<file path="src/rtl/patternbuf_ctrl.sv">
// patternbuf_ctrl: streams host bytes MSB-first into the 32x8 serial pattern buffer and serves field reads.
// Optional feature macro PATBUF_READBACK_EN: capture the previous buffer contents from sout during a load.
module patternbuf_ctrl #(
    parameter int unsigned BUF_BYTES = 32,
    parameter int unsigned BYTE_W    = 8
) (
    input  logic                         sclk,
    input  logic                         rst_n,
    input  logic                         load_start,
    input  logic [BYTE_W-1:0]            wr_data,
    input  logic                         wr_valid,
    output logic                         wr_ready,
    output logic                         ssel,
    output logic                         sin,
    input  logic                         sout,
    output logic [$clog2(BUF_BYTES)-1:0] fieldp,
    input  logic [BYTE_W-1:0]            field_byte,
    input  logic                         rd_req,
    input  logic [$clog2(BUF_BYTES)-1:0] rd_addr,
    output logic                         rd_ready,
    output logic [BYTE_W-1:0]            rd_data,
    output logic                         rd_valid,
    output logic                         busy,
    output logic                         load_done,
    output logic [BYTE_W-1:0]            rb_data,
    output logic                         rb_valid
);
    localparam int unsigned AW = $clog2(BUF_BYTES);
    localparam int unsigned BW = $clog2(BYTE_W);
    localparam logic [AW-1:0] LAST_BYTE = AW'(BUF_BYTES - 1);
    localparam logic [BW-1:0] LAST_BIT  = BW'(BYTE_W - 1);

    typedef enum logic [1:0] {
        IDLE,
        WAIT_BYTE,
        SHIFT,
        READ
    } state_t;

    state_t            state;
    logic [BYTE_W-1:0] shreg;
    logic [BW-1:0]     bit_cnt;
    logic [AW-1:0]     byte_cnt;
    logic              shift_end;

    assign wr_ready  = (state == WAIT_BYTE);
    assign rd_ready  = (state == IDLE) & ~load_start;
    assign shift_end = (state == SHIFT) && (bit_cnt == '0);

    always_ff @(posedge sclk or negedge rst_n) begin
        if (!rst_n) begin
            state     <= IDLE;
            shreg     <= '0;
            bit_cnt   <= '0;
            byte_cnt  <= '0;
            ssel      <= 1'b0;
            sin       <= 1'b0;
            fieldp    <= '0;
            rd_data   <= '0;
            rd_valid  <= 1'b0;
            busy      <= 1'b0;
            load_done <= 1'b0;
        end else begin
            rd_valid  <= 1'b0;
            load_done <= 1'b0;
            case (state)
                IDLE: begin
                    if (load_start) begin
                        state    <= WAIT_BYTE;
                        byte_cnt <= '0;
                        busy     <= 1'b1;
                    end else if (rd_req) begin
                        state  <= READ;
                        fieldp <= rd_addr;
                        busy   <= 1'b1;
                    end
                end
                WAIT_BYTE: begin
                    // MSB goes straight onto sin so the buffer takes it on the very next edge
                    if (wr_valid) begin
                        sin     <= wr_data[BYTE_W-1];
                        shreg   <= {wr_data[BYTE_W-2:0], 1'b0};
                        ssel    <= 1'b1;
                        bit_cnt <= LAST_BIT;
                        state   <= SHIFT;
                    end
                end
                SHIFT: begin
                    if (shift_end) begin
                        ssel     <= 1'b0;
                        sin      <= 1'b0;
                        byte_cnt <= byte_cnt + 1'b1;
                        if (byte_cnt == LAST_BYTE) begin
                            load_done <= 1'b1;
                            busy      <= 1'b0;
                            state     <= IDLE;
                        end else begin
                            state <= WAIT_BYTE;
                        end
                    end else begin
                        sin     <= shreg[BYTE_W-1];
                        shreg   <= shreg << 1;
                        bit_cnt <= bit_cnt - 1'b1;
                    end
                end
                READ: begin
                    rd_data  <= field_byte;
                    rd_valid <= 1'b1;
                    busy     <= 1'b0;
                    state    <= IDLE;
                end
                default: begin
                    state <= IDLE;
                    busy  <= 1'b0;
                end
            endcase
        end
    end

`ifdef PATBUF_READBACK_EN
    // Each byte streamed in pushes exactly one old byte out of sout, MSB first
    logic [BYTE_W-2:0] rb_shift;

    always_ff @(posedge sclk or negedge rst_n) begin
        if (!rst_n) begin
            rb_shift <= '0;
            rb_data  <= '0;
            rb_valid <= 1'b0;
        end else begin
            rb_valid <= 1'b0;
            if (state == SHIFT) begin
                rb_shift <= {rb_shift[BYTE_W-3:0], sout};
                if (shift_end) begin
                    rb_data  <= {rb_shift, sout};
                    rb_valid <= 1'b1;
                end
            end
        end
    end
`else
    logic unused_sout;
    assign unused_sout = sout;
    assign rb_data     = '0;
    assign rb_valid    = 1'b0;
`endif

endmodule

</file>
<file path="config.mk">
export PLATFORM = sky130hd
export DESIGN_NAME = patternbuf_ctrl
export DESIGN_NICKNAME = d
export VERILOG_FILES = /design/src/rtl/patternbuf_ctrl.sv
export SDC_FILE = /design/constraint.sdc
export NUM_CORES = 1
export LEC_CHECK = 0
export ABC_CLOCK_PERIOD_IN_PS = 4600
export BUFFER_PORTS_ARGS = -buffer_cell sky130_fd_sc_hd__buf_2
export CAP_MARGIN = 30
export CORE_UTILIZATION = 35
export DETAILED_ROUTE_END_ITERATION = 6
export SYNTH_ARGS = -nofsm -noshare
export SYNTH_HDL_FRONTEND = slang
export SYNTH_SLANG_ARGS = --single-unit
</file>
<file path="constraint.sdc">
create_clock -name sclk -period 4.6 [get_ports sclk]
set_clock_uncertainty 0.15 [all_clocks]
set_input_delay 0.69 -clock sclk [delete_from_list [all_inputs] [get_ports sclk]]
set_output_delay 0.69 -clock sclk [all_outputs]
set_load 0.1 [all_outputs]
</file>
==> impl_metrics.csv, run 1 <==
group,metric,value,unit
floorplanning,die_w,72.5,microns
drt,routed_via_density,4.72,
finish,finalInstanceArea,0.00207,sq mm
clock_tree,cts_tree,"built",
place,io_buffers,45,
clock_tree,htreeDepth,2,
grt,grt_pass1_wl,5.73,mm
clock_tree,cts_sinks,35,
grt,use_met3,0.0542,
logic_synthesis,synth_edf_count,0,
logic_synthesis,ys_ff_latch,35,
grt,antenna_found_initial,0,
timing,worst_pin_slew,856,ps
clock_tree,cts_setup_buffers,0,
place,place_area,0.00197,sq mm
grt,gr-total-overflow,0,
logic_synthesis,synth_cell_types,32,
clock_tree,post_cts_resized,0,
clock_tree,cts_buffer_depth,2,
logic_synthesis,syn_area,0.00174,sq mm
worst_setup_path,cp-start-kind,"register",
worst_setup_path,crit_type,"reg2out",
drt,wl_per_cell,12.9,microns
grt,use_met1,0.177,
clock_tree,cts-root-buf,"clkbuf_8",
floorplanning,core,0.00475,sq mm
worst_setup_path,crit_path_end_kind,"output port",
worst_setup_path,cp.required,3760,ps
finish,area_growth,19.0,%
finish,final_cells,260,
grt,grt_use_total,0.146,
timing,min_period,2570,ps
timing,finalCritPeriodShare,0.559,
finish,nets,223,
grt,grt_max_degree,36,
clock_tree,postCtsHoldBufs,0,
worst_setup_path,crit_path_cell_trace,"nor2b_1 -> buf_2",
clock_tree,clock_latency,290,ps
timing,drv_slew,0,
status,status,"complete, no violations",
worst_setup_path,crit_path_top_delay_cell,"dfrtp_1",
floorplanning,initial_utilization,0.366,
worst_setup_path,crit_path_max_fanout,26,
drt,ant_nets,0,
worst_setup_path,max_stage_delay,700,ps
job,cap_violations,0,
place,post-dp-hpwl,2.32,mm
logic_synthesis,synth.top_cells.by_count,"35 x dfrtp_1, 27 x mux2_2, 10 x buf_4, 9 x nor2_1, 9 x o21ai_0",
logic_synthesis,synthDominantCellAreaShare,0.503,
drt,wl,3.35,mm
drt,vias,1226,
grt,busiest_layer,"met2",
drt,drc_errors,0,
grt,grt_pass1_vias,1240,
worst_setup_path,critPathLaunch,"state[1]$_DFFE_PN0P_",
logic_synthesis,synth_warnings,0,
logic_synthesis,ys_seq_area_frac,0.503,
timing,max_freq,389,MHz
place,dp.cells,252,
timing,finalSetupTns,0,ps
floorplanning,ioPinCount,56,
worst_setup_path,arrival,1730,ps
timing,relSlewSlack,0.429,
timing,hold_violations,0,
logic_synthesis,synthCells,150,
logic_synthesis,yosys.area.top_type,"dfrtp_1",
drt,first_pass_iters,3,
finish,n_antenna_cell,0,
clock_tree,clkSlewWorstSetupHoldPaths,70,ps
clock_tree,numCtsBuffers,5,
floorplanning,fp.dieArea,0.00526,sq mm
logic_synthesis,synthFlopType,"dfrtp_1",
grt,met2_usage,0.224,
drt,drt-initial-drc-count,35,
place,routabilityCongestion,0.712,
worst_setup_path,reg2reg_from,"state[1]$_DFFE_PN0P_",
floorplanning,rows,25,
timing,finalSetupViolations,0,
logic_synthesis,netlist_top_cells_area,"dfrtp_1 50%, mux2_2 17%, buf_4 4.3%",
logic_synthesis,synth_async_sr_flop_share,1.00,
timing,rsz0062_at_grt,"false",
min_path,holdCritPathClass,"in2async",
floorplanning,die-height,72.5,microns
finish,drive_gt1_frac,0.425,
logic_synthesis,synth.most_common_cell,"dfrtp_1",
logic_synthesis,syn-mean-instance-area,11.6,sq um
==> cells by family (layout without fill, tap and decap cells) <==
group,count (synthesis),in the layout,share of synthesized area
flops,35,35,0.503
compound gates,25,25,0.111
simple gates,34,34,0.102
buf+inv,23,58,0.0733
other cells,1,9,0.00215
fa+ha+maj,4,4,0.0287
mux,28,28,0.180
==> cell type report <==
class                      instances  area, sq um
fill                             472         2680
inverter                           5         18.8
multi-input combinational        100          768
clock buffer                       8          100
timing repair buffer              45          225
tap                               67         83.8
sequential                        35          876
==> registers in the layout, summed over array words and instances, names as in the netlist, 2 cells and up <==
| name | flops |
|---|---|
| bit_cnt | 3 |
| byte_cnt | 5 |
| fieldp | 5 |
| rd_data | 8 |
| shreg | 7 |
| state | 2 |
==> cells in the final DEF, fill, tap and decap left out <==
master,instances
o21ba_2,1
ha_1,4
o21bai_1,1
nand2_1,8
o221ai_1,3
nor3_1,1
and3_1,1
mux2i_1,1
conb_1,9
nand2b_1,3
nor2b_1,4
or3b_1,1
nor3_2,1
nand4_1,1
a22o_1,6
inv_1,5
and2_1,1
mux2_2,27
buf_2,45
o21ai_0,9
a221o_1,1
clkbuf_8,7
o21a_1,1
nor2_1,9
a221oi_1,1
nor3b_1,1
nand3b_1,2
dfrtp_1,35
o21ai_4,1
clkbuf_1,1
o311ai_0,1
nand3_1,1
==> per-stage QoR <==
step | setup WS, ps | util | hold WS, ps
floorplan | 786 | - | 244
global placement | 2280 | 0.415 | 334
detailed placement | 2270 | 0.415 | 341
CTS | 2020 | 0.436 | 354
global route | 1890 | 0.436 | 370
finish | 2030 | 0.436 | 325
==> path summary, 6_finish.rpt <==
kind | endpoint | slack (ps) | cells past startpoint
worst max-delay path | wr_ready | 2030 | 2
worst min-delay path | byte_cnt[0]$_DFFE_PN0P_ | 330 | 1
worst max register to register | shreg[7]$_DFFE_PN0P_ | 2240 | 3
worst min register to register | rd_data[0]$_DFFE_PN0P_ | 350 | 1
max in group asynchronous | load_done$_DFF_PN0_ | 3450 | 1
min in group sclk | rd_data[0]$_DFFE_PN0P_ | 350 | 1
==> critical path: cells and delay by family, from the launching register on <==
| family | cells | cell delay, ps |
|---|---|---|
| buffers and inverters | 1 | 460 |
| DFF | 1 | 700 |
| and+or+nand+nor | 1 | 280 |
==> routing by layer <==
metal,vias up,part of all wire,routed length [microns]
li1,590,-,-
met1,588,0.46,1540
met2,41,0.45,1510
met3,7,0.067,223
met4,0,0.021,69
met5,-,0,0
Power of run 1 is left out: the tool's default activity adds up to more than one toggle a clock period on the data nets, which glitch-free logic cannot reach.
==> run 2: changes to the inputs <==
--- a/config.mk
+++ b/config.mk
@@ -5,7 +5,8 @@
 export SDC_FILE = /design/constraint.sdc
 export NUM_CORES = 1
 export LEC_CHECK = 0
-export ABC_CLOCK_PERIOD_IN_PS = 4600
+export ABC_AREA = 1
+export ABC_CLOCK_PERIOD_IN_PS = 2300
 export BUFFER_PORTS_ARGS = -buffer_cell sky130_fd_sc_hd__buf_2
 export CAP_MARGIN = 30
 export CORE_UTILIZATION = 35
==> constraint.sdc (replaced) <==
create_clock -name sclk -period 2.3 [get_ports sclk]
set_clock_uncertainty 0.15 [all_clocks]
set_input_delay 0.345 -clock sclk [delete_from_list [all_inputs] [get_ports sclk]]
set_output_delay 0.345 -clock sclk [all_outputs]
set_load 0.1 [all_outputs]
==> run 2 against run 1 <==
The run now ends with negative hold slack left; synthesized cell count is 34% higher; final area is 0.12% higher; wire length is 6.9% lower; sequential cell count stayed put; hold slack worse by 340 ps; count of clock-buffer cells in the layout is 1 lower.
==> impl_metrics.csv, run 2 <==
group,metric,value,unit
logic_synthesis,synth_warnings,0,
floorplanning,die-height,72.8,microns
worst_setup_path,reg2reg_to,"byte_cnt[0]$_DFFE_PN0P_",
place,routabilityCongestion,0.713,
grt,grt_pass1_vias,1280,
drt,wl_per_cell,9.81,microns
finish,top_register,"rd_data",
finish,drive_gt1_frac,0.283,
logic_synthesis,synth.most_common_cell,"nand2_1",
floorplanning,initial_utilization,0.367,
clock_tree,clkSlewWorstSetupHoldPaths,70,ps
worst_setup_path,cp.required,1800,ps
timing,hold_violations,18,
grt,grt_use_total,0.141,
min_path,holdCritPathClass,"in2async",
drt,first_pass_iters,4,
drt,drc_errors,0,
drt,ant_nets,0,
worst_setup_path,r2r_setup_slack,550,ps
worst_setup_path,critPathLaunch,"state[1]$_DFFE_PN0P_",
worst_setup_path,endpoint,"wr_ready",
finish,layout_commonest_cell,"nand2_1",
timing,drv_slew,0,
clock_tree,htreeDepth,2,
timing,finalHoldWorstSlack,-12.0,ps
worst_setup_path,reg2reg_from,"state[1]$_DFFE_PN0P_",
worst_setup_path,arrival,1560,ps
logic_synthesis,syn-mean-instance-area,8.73,sq um
logic_synthesis,synth_async_sr_flop_share,1.00,
clock_tree,cts_buffer_depth,2,
logic_synthesis,ys_ff_latch,35,
timing,finalSetupTns,0,ps
logic_synthesis,netlist_top_cells_area,"dfrtp_1 50%, nand2_1 17%, o21ai_2 5.0%",
finish,fillers,508,
clock_tree,cts_sinks,35,
floorplanning,rows,25,
clock_tree,clock_latency,280,ps
timing,rsz0062_at_grt,"false",
logic_synthesis,synthCells,201,
worst_setup_path,crit_path_max_fanout,11,
grt,grt_max_degree,36,
grt,antenna_found_initial,0,
logic_synthesis,yosys.area.top_type,"dfrtp_1",
clock_tree,post_cts_resized,0,
grt,grt_pass1_wl,5.68,mm
finish,nets,281,
drt,drt-initial-drc-count,66,
timing,worst_pin_slew,767,ps
finish,n_antenna_cell,0,
clock_tree,cts-root-buf,"clkbuf_8",
logic_synthesis,synthFlopType,"dfrtp_1",
floorplanning,ioPinCount,56,
logic_synthesis,synth.top_cells.by_count,"78 x nand2_1, 35 x dfrtp_1, 18 x inv_1, 11 x o21ai_0",
timing,finalSetupViolations,0,
clock_tree,cts_setup_buffers,0,
finish,largestRegisters,"rd_data (8), shreg (7)",
worst_setup_path,crit_type,"reg2out",
timing,relSlewSlack,0.489,
finish,finalInstanceArea,0.00207,sq mm
place,io_buffers,45,
place,place_area,0.00199,sq mm
timing,finalCritPeriodShare,0.893,
clock_tree,postCtsHoldBufs,0,
worst_setup_path,cp-start-kind,"register",
worst_setup_path,crit_path_end_kind,"output port",
floorplanning,core,0.00479,sq mm
drt,routed_via_density,4.33,
status,status,"finished with violations",
logic_synthesis,synthDominantCellAreaShare,0.499,
clock_tree,cts_tree,"built",
timing,min_period,2050,ps
timing,max_freq,487,MHz
drt,wl,3.12,mm
finish,final_cell_mix,"78 x nand2_1, 45 x buf_2, 35 x dfrtp_1, 18 x inv_1, 11 x o21ai_0",
place,post-dp-hpwl,2.28,mm
floorplanning,die_w,72.8,microns
grt,gr-total-overflow,0,
finish,area_growth,18.2,%
worst_setup_path,worstRegToRegCells,5,
finish,largest_reg_flops,8,
status,violations,"negative hold slack",
logic_synthesis,syn_area,0.00176,sq mm
clock_tree,numCtsBuffers,5,
drt,vias,1376,
logic_synthesis,synth_edf_count,0,
logic_synthesis,ys_seq_area_frac,0.499,
finish,final_util,0.433,
logic_synthesis,synth_cell_types,23,
floorplanning,fp.dieArea,0.00530,sq mm
job,cap_violations,0,
## run 2: layout make-up
| cell class | count | area, sq um | area share |
|---|---|---|---|
| clock buffers | 7 | 76.3 | 0.0368 |
| clock inverters | 1 | 5.00 | 0.00241 |
| inverters | 20 | 77.6 | 0.0374 |
| multi-input cells | 142 | 723 | 0.349 |
| flip-flops and latches | 35 | 876 | 0.422 |
| well taps | 67 | 83.8 | 0.0404 |
| repair buffers | 46 | 233 | 0.112 |
## run 2: logic make-up after synthesis
group	synth area share
compound gates	0.0955
fa+ha+maj	0.0285
buf+inv	0.106
flops	0.499
other cells	0.00214
simple gates	0.269
## run 2: through the flow
step | worst slack, ps | instances
after floorplan | 147 | 209
after global placement | 536 | 310
after detailed placement | 538 | 310
after CTS | 232 | 318
after global routing | 173 | 318
final | 246 | 318
## run 2: worst max-delay path: stages (launching register included)
cell and delay [ps]:
dfrtp_1 580, nor2_4 250, buf_2 450
## run 2: layer usage
layer	global-route usage	vias to the layer above	wire [microns]
met5	0	-	0
met3	0.0401	4	179
met1	0.188	618	1540
met2	0.218	41	1360
met4	0.0523	0	40
li1	-	713	-
## run 2: worst min path at each step
| stage | slack (ps) | startpoint | depth (start not counted) | endpoint |
|---|---|---|---|---|
| after detailed placement | 300 | fieldp[2]$_DFFE_PN0P_ | 2 | fieldp[2]$_DFFE_PN0P_ |
| after CTS | 20 | rst_n | 1 | ssel$_DFFE_PN0P_ |
| after global routing | 60 | rst_n | 1 | ssel$_DFFE_PN0P_ |
| after global placement | 300 | fieldp[1]$_DFFE_PN0P_ | 2 | fieldp[1]$_DFFE_PN0P_ |
| final | -10 | rst_n | 1 | ssel$_DFFE_PN0P_ |
| after floorplan | -100 | rst_n | 0 | bit_cnt[0]$_DFFE_PN0P_ |
Power of run 2 is left out for the same reason.
==> run 3: changes to the inputs <==
--- a/config.mk
+++ b/config.mk
@@ -7,10 +7,12 @@
 export LEC_CHECK = 0
 export ABC_AREA = 1
 export ABC_CLOCK_PERIOD_IN_PS = 2300
-export BUFFER_PORTS_ARGS = -buffer_cell sky130_fd_sc_hd__buf_2
 export CAP_MARGIN = 30
 export CORE_UTILIZATION = 35
 export DETAILED_ROUTE_END_ITERATION = 6
+export DONT_BUFFER_PORTS = 1
+export GPL_TIMING_DRIVEN = 0
+export RECOVER_POWER = 100
 export SYNTH_ARGS = -nofsm -noshare
 export SYNTH_HDL_FRONTEND = slang
 export SYNTH_SLANG_ARGS = --single-unit
==> run 3 against run 2 <==
The run now ends clean; maximum frequency fell by 0.53%; core utilization down 2.7 points; register-to-register slack lost 310 ps; critical path type is now reg2reg; critical endpoint is now bit_cnt[0]$_DFFE_PN0P_; largest cell class unchanged; highest routed layer unchanged.
==> impl_metrics.csv, run 3 (same netlist as run 2, synthesis figures left out) <==
group,metric,value,unit
status,status,"complete, no violations",
drt,first_pass_iters,4,
timing,worst_pin_slew,916,ps
timing,min_period,2060,ps
drt,wl,3.30,mm
timing,relSlewSlack,0.389,
worst_setup_path,reg2reg_to,"bit_cnt[0]$_DFFE_PN0P_",
finish,area_growth,10.9,%
finish,final_util,0.407,
timing,max_freq,484,MHz
grt,grt_use_total,0.137,
clock_tree,post_cts_resized,0,
worst_setup_path,arrival,2080,ps
clock_tree,htreeDepth,2,
floorplanning,die-height,72.8,microns
timing,hold_violations,0,
floorplanning,rows,25,
finish,final_cells,286,
clock_tree,cts_tree,"built",
timing,rsz0062_at_grt,"false",
finish,drive_gt1_frac,0.164,
grt,grt_pass1_vias,1211,
drt,wl_per_cell,11.5,microns
floorplanning,die_w,72.8,microns
finish,largest_reg_flops,8,
grt,grt_max_degree,36,
finish,nets,251,
clock_tree,numCtsBuffers,5,
worst_setup_path,r2r_setup_slack,240,ps
worst_setup_path,crit_path_cell_trace,"inv_4 -> nor2_4 -> nand2_4 -> nand2_2 -> buf_12 -> o21ai_2",
finish,top_register,"rd_data",
timing,finalCritPeriodShare,0.898,
min_path,hold_path_end,"rd_data[4]$_DFFE_PN0P_",
finish,n_antenna_cell,0,
grt,grt_pass1_wl,5.54,mm
min_path,holdCritPathClass,"in2reg",
drt,routed_via_density,4.35,
floorplanning,fp.dieArea,0.00530,sq mm
clock_tree,clkSlewWorstSetupHoldPaths,60,ps
drt,drc_errors,0,
worst_setup_path,cp.required,2310,ps
drt,ant_nets,0,
floorplanning,core,0.00479,sq mm
drt,vias,1245,
timing,finalHoldWorstSlack,30.6,ps
worst_setup_path,crit_path_end_kind,"register",
grt,antenna_found_initial,0,
timing,finalSetupViolations,0,
finish,finalInstanceArea,0.00195,sq mm
min_path,hold_path.startpoint,"field_byte[4]",
worst_setup_path,crit_type,"reg2reg",
clock_tree,cts_buffer_depth,2,
worst_setup_path,cp-start-kind,"register",
clock_tree,clock_latency,280,ps
grt,gr-total-overflow,0,
clock_tree,cts-root-buf,"clkbuf_8",
worst_setup_path,max_stage_delay,580,ps
worst_setup_path,crit_path_top_delay_cell,"nor2_4",
finish,final_cell_mix,"79 x nand2_1, 35 x dfrtp_1, 18 x inv_1, 11 x nand3_1, 11 x o21ai_0",
place,routabilityCongestion,0.711,
place,post-dp-hpwl,2.37,mm
finish,layout_commonest_cell,"nand2_1",
place,place_area,0.00189,sq mm
floorplanning,ioPinCount,56,
place,dp.cells,278,
place,io_buffers,0,
worst_setup_path,crit_path_max_fanout,10,
clock_tree,cts_sinks,35,
drt,drt-initial-drc-count,44,
floorplanning,initial_utilization,0.367,
timing,drv_slew,0,
min_path,holdPathStages,2,
worst_setup_path,worstRegToRegCells,6,
worst_setup_path,reg2reg_from,"state[0]$_DFFE_PN0P_",
job,cap_violations,0,
finish,largestRegisters,"rd_data (8), shreg (7)",
run 3: per-stage QoR:
stage,worst slack [ps],TNS (ps)
floorplan,147,0
global placement,-41.9,-178
detailed placement,296,0
CTS,281,0
global route,136,0
finish,235,0
run 3: per-layer routing:
layer,global-route usage,part of all wire,up-vias
li1,-,-,644
met1,0.186,0.49,565
met2,0.206,0.44,34
met3,0.0483,0.066,2
met4,0.0458,0.0039,0
met5,0,0,-
run 3: final cells by class:
class | count | area [sq um]
fillers | 497 | 2840
well taps | 67 | 83.8
repair buffers | 4 | 33.8
flip-flops and latches | 35 | 876
clock buffers | 6 | 72.6
inverters | 20 | 77.6
multi-input cells | 142 | 694
plain buffers | 12 | 109
run 3: worst max path at each step:
stage                         start                     end  slack [ps]  cells after the start
3_3_place_gp   state[1]$_DFFE_PN0P_   fieldp[2]$_DFFE_PN0P_         -40                      5
6_report       state[0]$_DFFE_PN0P_  bit_cnt[0]$_DFFE_PN0P_         240                      6
5_1_grt        state[0]$_DFFE_PN0P_    shreg[4]$_DFFE_PN0P_         140                      6
2_1_floorplan  state[1]$_DFFE_PN0P_   fieldp[0]$_DFFE_PN0P_         150                      5
4_1_cts        state[0]$_DFFE_PN0P_  bit_cnt[0]$_DFFE_PN0P_         280                      6
3_5_place_dp   state[0]$_DFFE_PN0P_  bit_cnt[0]$_DFFE_PN0P_         300                      6
run 3: worst max-delay path: cells and delay by family (launching register included):
family	cells	cell delay, ps
AND/OR/NAND/NOR	3	940
flip-flops	1	520
buffers and inverters	2	280
AO/OA/AOI/OAI	1	50
run 3: repair_timing:
item	4_1_cts	5_1_grt
setup buffers	0	0
hold buffers	2	0
hold endpoints to repair	35	0
Power of run 3 is left out for the same reason.
